`config.mk`:
```
export PLATFORM = sky130hd
export DESIGN_NAME = tdm_splitter_flat
export DESIGN_NICKNAME = d
export VERILOG_FILES = /design/src/rtl/tdm_splitter_pkg.sv /design/src/rtl/tdm_splitter_if.sv /design/src/rtl/tdm_splitter_tick_divider.sv /design/src/rtl/tdm_splitter.sv /design/src/flat_wrapper.sv
export SDC_FILE = /design/constraint.sdc
export NUM_CORES = 1
export LEC_CHECK = 0
export ABC_AREA = 1
export BUFFER_PORTS_ARGS = -buffer_cell sky130_fd_sc_hd__buf_4
export CORE_MARGIN = 2
export CORE_UTILIZATION = 58
export CTS_CLUSTER_DIAMETER = 100
export DETAILED_ROUTE_END_ITERATION = 10
export PLACE_DENSITY = 0.87
export SLEW_MARGIN = 30
export SYNTH_ARGS = -nofsm -noshare
export SYNTH_HDL_FRONTEND = slang
export SYNTH_SLANG_ARGS = --single-unit
```
`constraint.sdc`:
```
create_clock -name clk -period 4.4 [get_ports clk]
set_input_delay 1.1 -clock clk [delete_from_list [all_inputs] [get_ports clk]]
set_output_delay 1.1 -clock clk [all_outputs]
set_load 0.02 [all_outputs]
```
`src/rtl/tdm_splitter_pkg.sv`:
```
// Shared constants and helpers for the TDM slot splitter.
package splitter_pkg;

  localparam int N_DEF   = 4;
  localparam int W_DEF   = 8;
  localparam int LW_DEF  = 8;
  localparam int DIV_DEF = 1;

  // Slot lengths of the fixed four-channel splitter this block replaces
  localparam int SLOT0_LEN = 142;
  localparam int SLOT1_LEN = 109;
  localparam int SLOT2_LEN = 76;
  localparam int SLOT3_LEN = 43;

  function automatic int clog2(input int v);
    int r;
    r = 0;
    for (int i = 0; i < 31; i++)
      if ((1 << i) < v) r = i + 1;
    return r;
  endfunction

endpackage

```
`src/rtl/tdm_splitter_if.sv`:
```
// Control/data bundle between the channel sources, the splitter and the DAC side.
interface tdm_splitter_if #(
  parameter int N  = 4,
  parameter int W  = 8,
  parameter int LW = 8
);
  import splitter_pkg::*;

  localparam int CW = clog2(N);

  logic            run;
  logic [N-1:0]    chanEn;
  logic [N*W-1:0]  chanData;
  logic [N*LW-1:0] slotLen;
  logic [W-1:0]    currentData;
  logic [LW-1:0]   count;
  logic [CW-1:0]   chan;
  logic            sampleValid;
  logic            frameStart;

  modport master (
    output run, chanEn, chanData, slotLen,
    input  currentData, count, chan, sampleValid, frameStart
  );

  modport slave (
    input  run, chanEn, chanData, slotLen,
    output currentData, count, chan, sampleValid, frameStart
  );

endinterface

```
`src/rtl/tdm_splitter_tick_divider.sv`:
```
// Sample-tick generator: one tick every DIV clocks while run is high.
module tick_divider
  import splitter_pkg::*;
#(
  parameter int DIV = 1
) (
  input  logic clk,
  input  logic rst,
  input  logic run,
  output logic tick
);

  localparam int DW = (DIV > 1) ? clog2(DIV) : 1;

  logic [DW-1:0] div;

  assign tick = run && (div == DW'(DIV - 1));

  always_ff @(posedge clk or posedge rst) begin
    if (rst)
      div <= '0;
    else if (!run || tick)
      div <= '0;
    else
      div <= div + DW'(1);
  end

endmodule

```
`src/rtl/tdm_splitter.sv`:
```
// Parametrised TDM slot sequencer/mux with shadowed slot lengths.
// Optional SPLITTER_SKIP_EN: disabled channels are skipped and consume no ticks.
module tdm_splitter
  import splitter_pkg::*;
#(
  parameter int N   = N_DEF,
  parameter int W   = W_DEF,
  parameter int LW  = LW_DEF,
  parameter int DIV = DIV_DEF
) (
  input  logic          clk,
  input  logic          rst,
  tdm_splitter_if.slave bus
);

  localparam int CW = clog2(N);

  logic          tick;
  logic [CW-1:0] ch, cur, nxt;
  logic [LW-1:0] cnt, len_eff;
  logic [LW-1:0] len_shadow [N];
  logic          frame_pend, fs, last, wrap;

  tick_divider #(.DIV(DIV)) u_div (
    .clk  (clk),
    .rst  (rst),
    .run  (bus.run),
    .tick (tick)
  );

`ifdef SPLITTER_SKIP_EN
  // First enabled channel at or after start, circularly; 0 when none is enabled
  function automatic logic [CW-1:0] first_en(input logic [N-1:0] en, input int start);
    logic [CW-1:0] r;
    r = '0;
    for (int i = N - 1; i >= 0; i--) begin
      int j;
      j = (start + i) % N;
      if (en[j]) r = CW'(j);
    end
    return r;
  endfunction
`endif

  always_comb begin
    fs = frame_pend && (cnt == '0);
`ifdef SPLITTER_SKIP_EN
    cur = fs ? first_en(bus.chanEn, int'(ch)) : ch;
    nxt = first_en(bus.chanEn, (int'(cur) + 1) % N);
`else
    cur = ch;
    nxt = (cur == CW'(N - 1)) ? '0 : cur + CW'(1);
`endif
    // The frame-start tick already uses the lengths being captured on it
    len_eff = fs ? bus.slotLen[int'(cur)*LW +: LW] : len_shadow[cur];
    last    = (cnt == len_eff);
    wrap    = last && (nxt <= cur);
  end

  always_ff @(posedge clk or posedge rst) begin
    if (rst) begin
      ch              <= '0;
      cnt             <= '0;
      frame_pend      <= 1'b1;
      bus.currentData <= '0;
      bus.count       <= '0;
      bus.chan        <= '0;
      bus.sampleValid <= 1'b0;
      bus.frameStart  <= 1'b0;
      for (int k = 0; k < N; k++) len_shadow[k] <= '0;
    end else if (!bus.run) begin
      ch              <= '0;
      cnt             <= '0;
      frame_pend      <= 1'b1;
      bus.currentData <= '0;
      bus.count       <= '0;
      bus.chan        <= '0;
      bus.sampleValid <= 1'b0;
      bus.frameStart  <= 1'b0;
      for (int k = 0; k < N; k++) len_shadow[k] <= '0;
    end else if (tick) begin
      bus.currentData <= bus.chanEn[cur] ? bus.chanData[int'(cur)*W +: W] : '0;
      bus.count       <= cnt;
      bus.chan        <= cur;
      bus.sampleValid <= 1'b1;
      bus.frameStart  <= fs;
      if (fs)
        for (int k = 0; k < N; k++) len_shadow[k] <= bus.slotLen[k*LW +: LW];
      if (last) begin
        cnt <= '0;
        ch  <= nxt;
      end else begin
        cnt <= cnt + LW'(1);
        ch  <= cur;
      end
      frame_pend <= wrap;
    end else begin
      bus.sampleValid <= 1'b0;
      bus.frameStart  <= 1'b0;
    end
  end

endmodule

```
`src/flat_wrapper.sv`:
```
// flat-port wrapper written by rule: the top's interface ports become plain ports
module tdm_splitter_flat import splitter_pkg::*;
#(
  parameter int N   = N_DEF,
  parameter int W   = W_DEF,
  parameter int LW  = LW_DEF,
  parameter int DIV = DIV_DEF
)
  (clk, rst, bus_run, bus_chanEn, bus_chanData, bus_slotLen, bus_currentData, bus_count, bus_chan, bus_sampleValid, bus_frameStart);
  tdm_splitter_if #(.N(N), .W(W), .LW(LW)) bus_i ();
  input  logic clk;
  input  logic rst;
  input wire logic [$bits(bus_i.run)-1:0] bus_run;
  input wire logic [$bits(bus_i.chanEn)-1:0] bus_chanEn;
  input wire logic [$bits(bus_i.chanData)-1:0] bus_chanData;
  input wire logic [$bits(bus_i.slotLen)-1:0] bus_slotLen;
  output wire logic [$bits(bus_i.currentData)-1:0] bus_currentData;
  output wire logic [$bits(bus_i.count)-1:0] bus_count;
  output wire logic [$bits(bus_i.chan)-1:0] bus_chan;
  output wire logic [$bits(bus_i.sampleValid)-1:0] bus_sampleValid;
  output wire logic [$bits(bus_i.frameStart)-1:0] bus_frameStart;
  assign bus_i.run = bus_run;
  assign bus_i.chanEn = bus_chanEn;
  assign bus_i.chanData = bus_chanData;
  assign bus_i.slotLen = bus_slotLen;
  assign bus_currentData = bus_i.currentData;
  assign bus_count = bus_i.count;
  assign bus_chan = bus_i.chan;
  assign bus_sampleValid = bus_i.sampleValid;
  assign bus_frameStart = bus_i.frameStart;
  tdm_splitter #(.N(N), .W(W), .LW(LW), .DIV(DIV)) u_core (.clk(clk), .rst(rst), .bus(bus_i));
endmodule
```
; Word-level counts from Yosys, hierarchy flattened
; Index checks and enable logic that the tools add are counted.
; Widths: inputs -> output; s select.
[totals]
regBits = 64
elab_cells = 66
[op_classes]
addsub = 3
n_lt_le_gt_ge = 3
n_eq_ne = 5
shifts = 2
muxes = 30
bitwise_logic = 2
n_reduce_logical = 8
[op_table]
columns = operator, n
row1 = $mux 32, 3
row2 = $mux 8, 11
row3 = $shiftx 32x6->8, 2
row4 = $bmux 8 s2, 1
row5 = $mux 2, 6
row6 = $add 8x1->8 const B, 1
row7 = $eq 8x8->1, 1
row8 = $logic_not 8->1, 1
row9 = $mux 1, 8
row10 = $ne 2x1->1 const B, 3
row11 = $reduce_and 2->1, 2
row12 = $ge 3x3->1 const B, 1
row13 = $logic_and 1x1->1, 3
row14 = $lt 2x3->1 const B, 1
row15 = $not 2->3, 1
row16 = $add 2x1->2 const B, 1
row17 = $bmux 1 s2, 1
row18 = $eq 2x2->1 const B, 1
row19 = $le 2x2->1, 1
row20 = $add 1x1->1 const B, 1
row21 = $logic_not 1->1, 1
row22 = $logic_or 1x1->1, 1
row23 = $not 1->1, 1

; Depth between registers and ports, before layout
[logic_depth]
word_depth = 9
depth_mapped = 16
mapped_depth_nobuf = 16

; Hierarchy
; Synthesis repeated with hierarchy kept, for this count alone.
[unflattened]
cells_unflattened = 538
hier_area_um2 = 3791.1
[modules_own_cells]
columns = mod, n_inst, cells_per_inst, area_each_um2, seq_area_each_um2
row1 = tdm_splitter, 1, 533, 3748.6, 1577.8
row2 = tick_divider, 1, 5, 42.5, 25.0

; Worst setup path after synthesis
; Ideal clock, no wire load.
[synth_path]
path_kind = input -> register
start = in bus_slotLen[14]
end = reg u_core.cnt[5]
setup_ns = 0.121
arrival_ns = 1.945
t_required_ns = 4.279
setup_slack_ns = 2.333
path_stages = 13
path_buffers = 0
cell_sequence = inv_1 nand2_1 nand3_1 nand2_1 nand2_1 nand2_1 nand2_1 nand2_1 nand3_1 nor2_2 nand3_2 nand2_2 nor2_1
[synth_via]
elab_chain_cells = 6
[synth_lines]
columns = item, line
row1 = "start, declared", flat_wrapper.sv:16  ; input wire logic [$bits(bus_i.slotLen)-1:0] bus_slotLen;
row2 = $shiftx 32x6->8, tdm_splitter.sv:55  ; len_eff = fs ? bus.slotLen[int'(cur)*LW +: LW] : len_shadow[cur];
row3 = $mux 8, tdm_splitter.sv:55
row4 = $eq 8x8->1, tdm_splitter.sv:56  ; last = (cnt == len_eff);
row5 = $mux 8, tdm_splitter.sv:89  ; if (last) begin
row6 = $mux 8, tdm_splitter.sv:81  ; end else if (tick) begin
row7 = $mux 8, tdm_splitter.sv:71  ; end else if (!bus.run) begin
row8 = "end signal, assigned", tdm_splitter.sv:93  ; cnt <= cnt + LW'(1);
row9 = "end, declared", tdm_splitter.sv:20  ; logic [LW-1:0] cnt, len_eff;
; Every way passes these cells. The select of a mux whose other input is x is not followed.
; A chain may end at the register's enable or synchronous reset.

; Worst setup path in the final report
[layout_path]
start = reg u_core.ch[1]
end = reg u_core.ch[0]
[layout_via]
elab_chain_cells = 8
[layout_lines]
columns = item, line
row1 = "start, declared", tdm_splitter.sv:19  ; logic [CW-1:0] ch, cur, nxt;
row2 = "start signal, assigned", tdm_splitter.sv:91  ; ch <= nxt;
row3 = "start signal, assigned", tdm_splitter.sv:94  ; ch <= cur;
row4 = "parallel branches: the longest is 8 deep, another holds $shiftx 32x6->8", --
; Several ways; the timed one is not identified. The select of a mux whose other input is x is not followed.

==> summary.txt <==
Critical path
  – WP data arrival: ~2.8 ns
  – CP top delay family: simple AND/OR/NAND/NOR gates
  – Reg-to-reg slack, setup: ~1.9 ns
  – Crit end category: flop
  – Crit path cell chain: clkinv_1, nand3_1, nand2_1, nand2_1, nand2_1, nand2_1, nand2_1, nor2_1, nand2_1, nor2_2, nand4_1, nand2_1
  – CP Launch Type: flop
  – CP Depth: 12
  – Worst setup path class: reg2reg
  – Delay of the slowest cell on the worst path: 0.71 ns
  – CP max FO: 32
  – Slowest-stage cell, CP: clkinv_1
  – FF-to-FF Start: u_core.ch[1]
  – Number of buffers and inverters on the critical path: 1
  – Most frequent CP cell: nand2_1
  – RR Endpoint: u_core.ch[0]
  – Critical Path RT: roughly 4.7 ns
  – R2R cell count: 12

Clock network
  – CTS Buf Count: 9
  – Cts repair resizes: 0
  – Hold-fix buffers, CTS: 0
  – CTS tree: done
  – Root Driver: clkbuf_8
  – Max clock buf depth: 2
  – CTS Sinks: 64
  – Clk slew on worst S/H paths: about 0.07 ns
  – CTS H-tree lvls: 3
  – Post-CTS setup buffer count: 0
  – Worst-Skew Late Latency: 0.34 ns

Synth
  – Ranking of synthesized cells by area: dfrtp_1, nand2_1, inv_1, nand3_1, o22ai_1
  – Synth top area share: 0.4218
  – Simple logic cell fraction of the synthesized area: 0.3026
  – Largest area contributor in the netlist: dfrtp_1
  – Main combinational cell family by area after synthesis: simple AND/OR/NAND/NOR gates
  – Xor/xnor share of the synthesized area: 0.009374
  – Warnings from Yosys: 0
  – Top cells by count, synth: nand2_1, inv_1, dfrtp_1
  – Adder-cell area share of the yosys netlist: 0.01339
  – Post-synth design cell area: 3737 um^2
  – Compound-cell area share of the yosys netlist: 0.1222
  – Post-synthesis sequential area ratio: 0.4289
  – Count leader, synth: nand2_1
  – Mux contribution to synthesized area: 0
  – Synthesized flop and latch total: 64
  – Post-synth EDFFs: 0
  – Syn nets: around 600
  – Synthesized area per cell: between 7 and 8 um^2
  – Synth Flop Type: dfrtp_1
  – Fraction of registers with async set/reset: 1.000
  – Synth unique cells: 27
  – Post-synthesis cell count: ~530

Route
  – Wirelength per Cell: ~14 um
  – Drt total wl: 9614 um
  – Remaining antenna violation count: 0
  – Detailed router's first-iteration violation count: 278
  – Vias/cell: around 5.5
  – Vias: about 3.8k
  – Drt drc: 0
  – First drt pass iteration count: 6

STA
  – Fin. Hold Viols: 0
  – Total Neg Setup Slack: 0 ns
  – # setup viols final: 0
  – Max Slew Vio Count: 0
  – Clk_skew: 0.009466 ns
  – RSZ-0062 raised after global routing: no
  – Fmax: 405.2 MHz
  – Final Worst Setup Slack: 1.932 ns
  – Final period util: 0.5608
  – Worst slew pin tran: 0.9120 ns
  – Post-route minimum period: between 2 and 2.5 ns
  – Worst slew margin: 0.3882

Pwr
  – Max IR drop VDD: 205.8 uV
  – Leak pwr: between 2 and 3 nW
  – PwrDens: 315.9 nW/um^2

Global routing
  – GRT Total Usage: 0.2815
  – GRT overflow: 0
  – First-pass GRT wire length: between 15000 and 20000 um
  – Largest net degree at the start of global routing: between 50 and 60
  – Initial antenna violation count: 0
  – Vias in the first global route: 3763

Floorplan
  – Cell Rows: 29
  – Die Y: between 80 and 90 um
  – I/O pins: 91
  – DIE AREA: slightly above 7000 um^2
  – Initial Utilization: 0.5954
  – Die W: ~84 um
  – Core area: 6277 um^2

Job
  – MaxCap Viol Count: 0

Status
  – Status: complete, no violations

Final layout
  – Area Growth Syn to Fin: 22.23%
  – Post-layout net count: slightly below 700
  – Share of cells above drive strength 1: 0.2010
  – Final-layout fill cell count: 496
  – Ant. Diodes: 0

Placement
  – Post-DP HPWL: approximately 6600 um
  – IO buf count: 90
  – GP Congestion: 0.9149
  – Worst slack at placement: 1.450 ns

Worst hold path
  – Hold path start: u_core.bus.currentData[7]
  – Hold path depth: 2
  – Hold worst-path end: u_core.bus.currentData[7]
  – Hold WC Path Type: reg2reg
[cells by family (layout without fill, tap and decap cells)]
logic type                 after synthesis  count (layout)
DFF                                     64              64
and+or+nand+nor                        272             272
xor gates and xnor gates                 4               4
buffers and inverters                  106             192
adders and majority gates                4               4
other                                    1               1
AOI/OAI and AO/OA                       75              75
[power by group]
part / internal (mW) / leakage (nW) / switching [mW]
clock network: 0.216 / 0.0878 / 0.239
registers: 0.621 / 0.871 / 0.0152
logic: 0.137 / 1.54 / 0.215
total: 0.973 / 2.50 / 0.470
[worst max path at each step]
stage,start,endpoint
6_report,u_core.ch[1],u_core.ch[0]
5_1_grt,u_core.ch[1],u_core.ch[1]
4_1_cts,bus_run,u_core.len_shadow[17]
3_5_place_dp,bus_run,u_core.len_shadow[29]
3_3_place_gp,bus_run,u_core.len_shadow[1]
2_1_floorplan,rst,u_core.bus.chan[0]
[cells in the final DEF (no fill, tap or decap), drive strengths merged]
cell	synthesis	routed
dfstp	1	1
nand2	190	190
clkinvlp	0	2
a21oi	9	9
nand3	56	56
buf	19	94
nor2	21	21
nor3	3	3
a32o	8	8
nand4	2	2
ha	4	4
conb	1	1
inv	81	80
clkinv	1	6
clkbuf	5	10
o22ai	33	33
dfrtp	63	63
o21ai	25	25
xor2	4	4
[state kept, by name, indices dropped and copies added, names as in the netlist]
name	count
u_core.bus.chan	2
u_core.bus.count	8
u_core.bus.currentData	8
u_core.bus.frameStart	1
u_core.bus.sampleValid	1
u_core.ch	2
u_core.cnt	8
u_core.frame_pend	1
u_core.len_shadow	32
u_core.u_div.div	1
[routing by layer]
metal | up-vias | GRT usage | wire [um]
met3 | 26 | 0.05015 | 587
met1 | 1795 | 0.3578 | 4017
li1 | 1837 | - | -
met2 | 142 | 0.4726 | 4774
met5 | - | 0 | 0
met4 | 0 | 0.1217 | 235
[final cells by class]
| class | instances | area, um^2 | area share |
|---|---|---|---|
| Multi-Input combinational cell | 356 | 1680 | 0.3678 |
| Clock inverter | 6 | 35.03 | 0.007669 |
| Timing Repair Buffer | 94 | 705.7 | 0.1545 |
| Inverter | 82 | 310.3 | 0.06793 |
| Sequential cell | 64 | 1603 | 0.3509 |
| Clock buffer | 10 | 137.6 | 0.03013 |
| Tap cell | 77 | 96.34 | 0.02109 |
[worst register-to-register path: stages (launching register included)]
cell	delay, ns
dfrtp_1	0.35
clkinv_1	0.71
nand3_1	0.41
nand2_1	0.08
nand2_1	0.09
nand2_1	0.10
nand2_1	0.06
nand2_1	0.06
nor2_1	0.11
nand2_1	0.08
nor2_2	0.16
nand4_1	0.11
nand2_1	0.08
[through the flow]
stage	utilization	power, mW	cell area (um^2)	instances	hold slack [ns]
global placement	0.6998	0.9805	4393	673	0.4691
detailed placement	0.7002	0.9949	4395	673	0.4786
CTS	0.7277	1.438	4568	689	0.4982
global route	0.7277	1.513	4568	689	0.5209
finish	0.7277	1.443	4568	689	0.4930
floorplan	-	0.8862	3737	526	0.4902
Power figures use the tool's default switching activity.
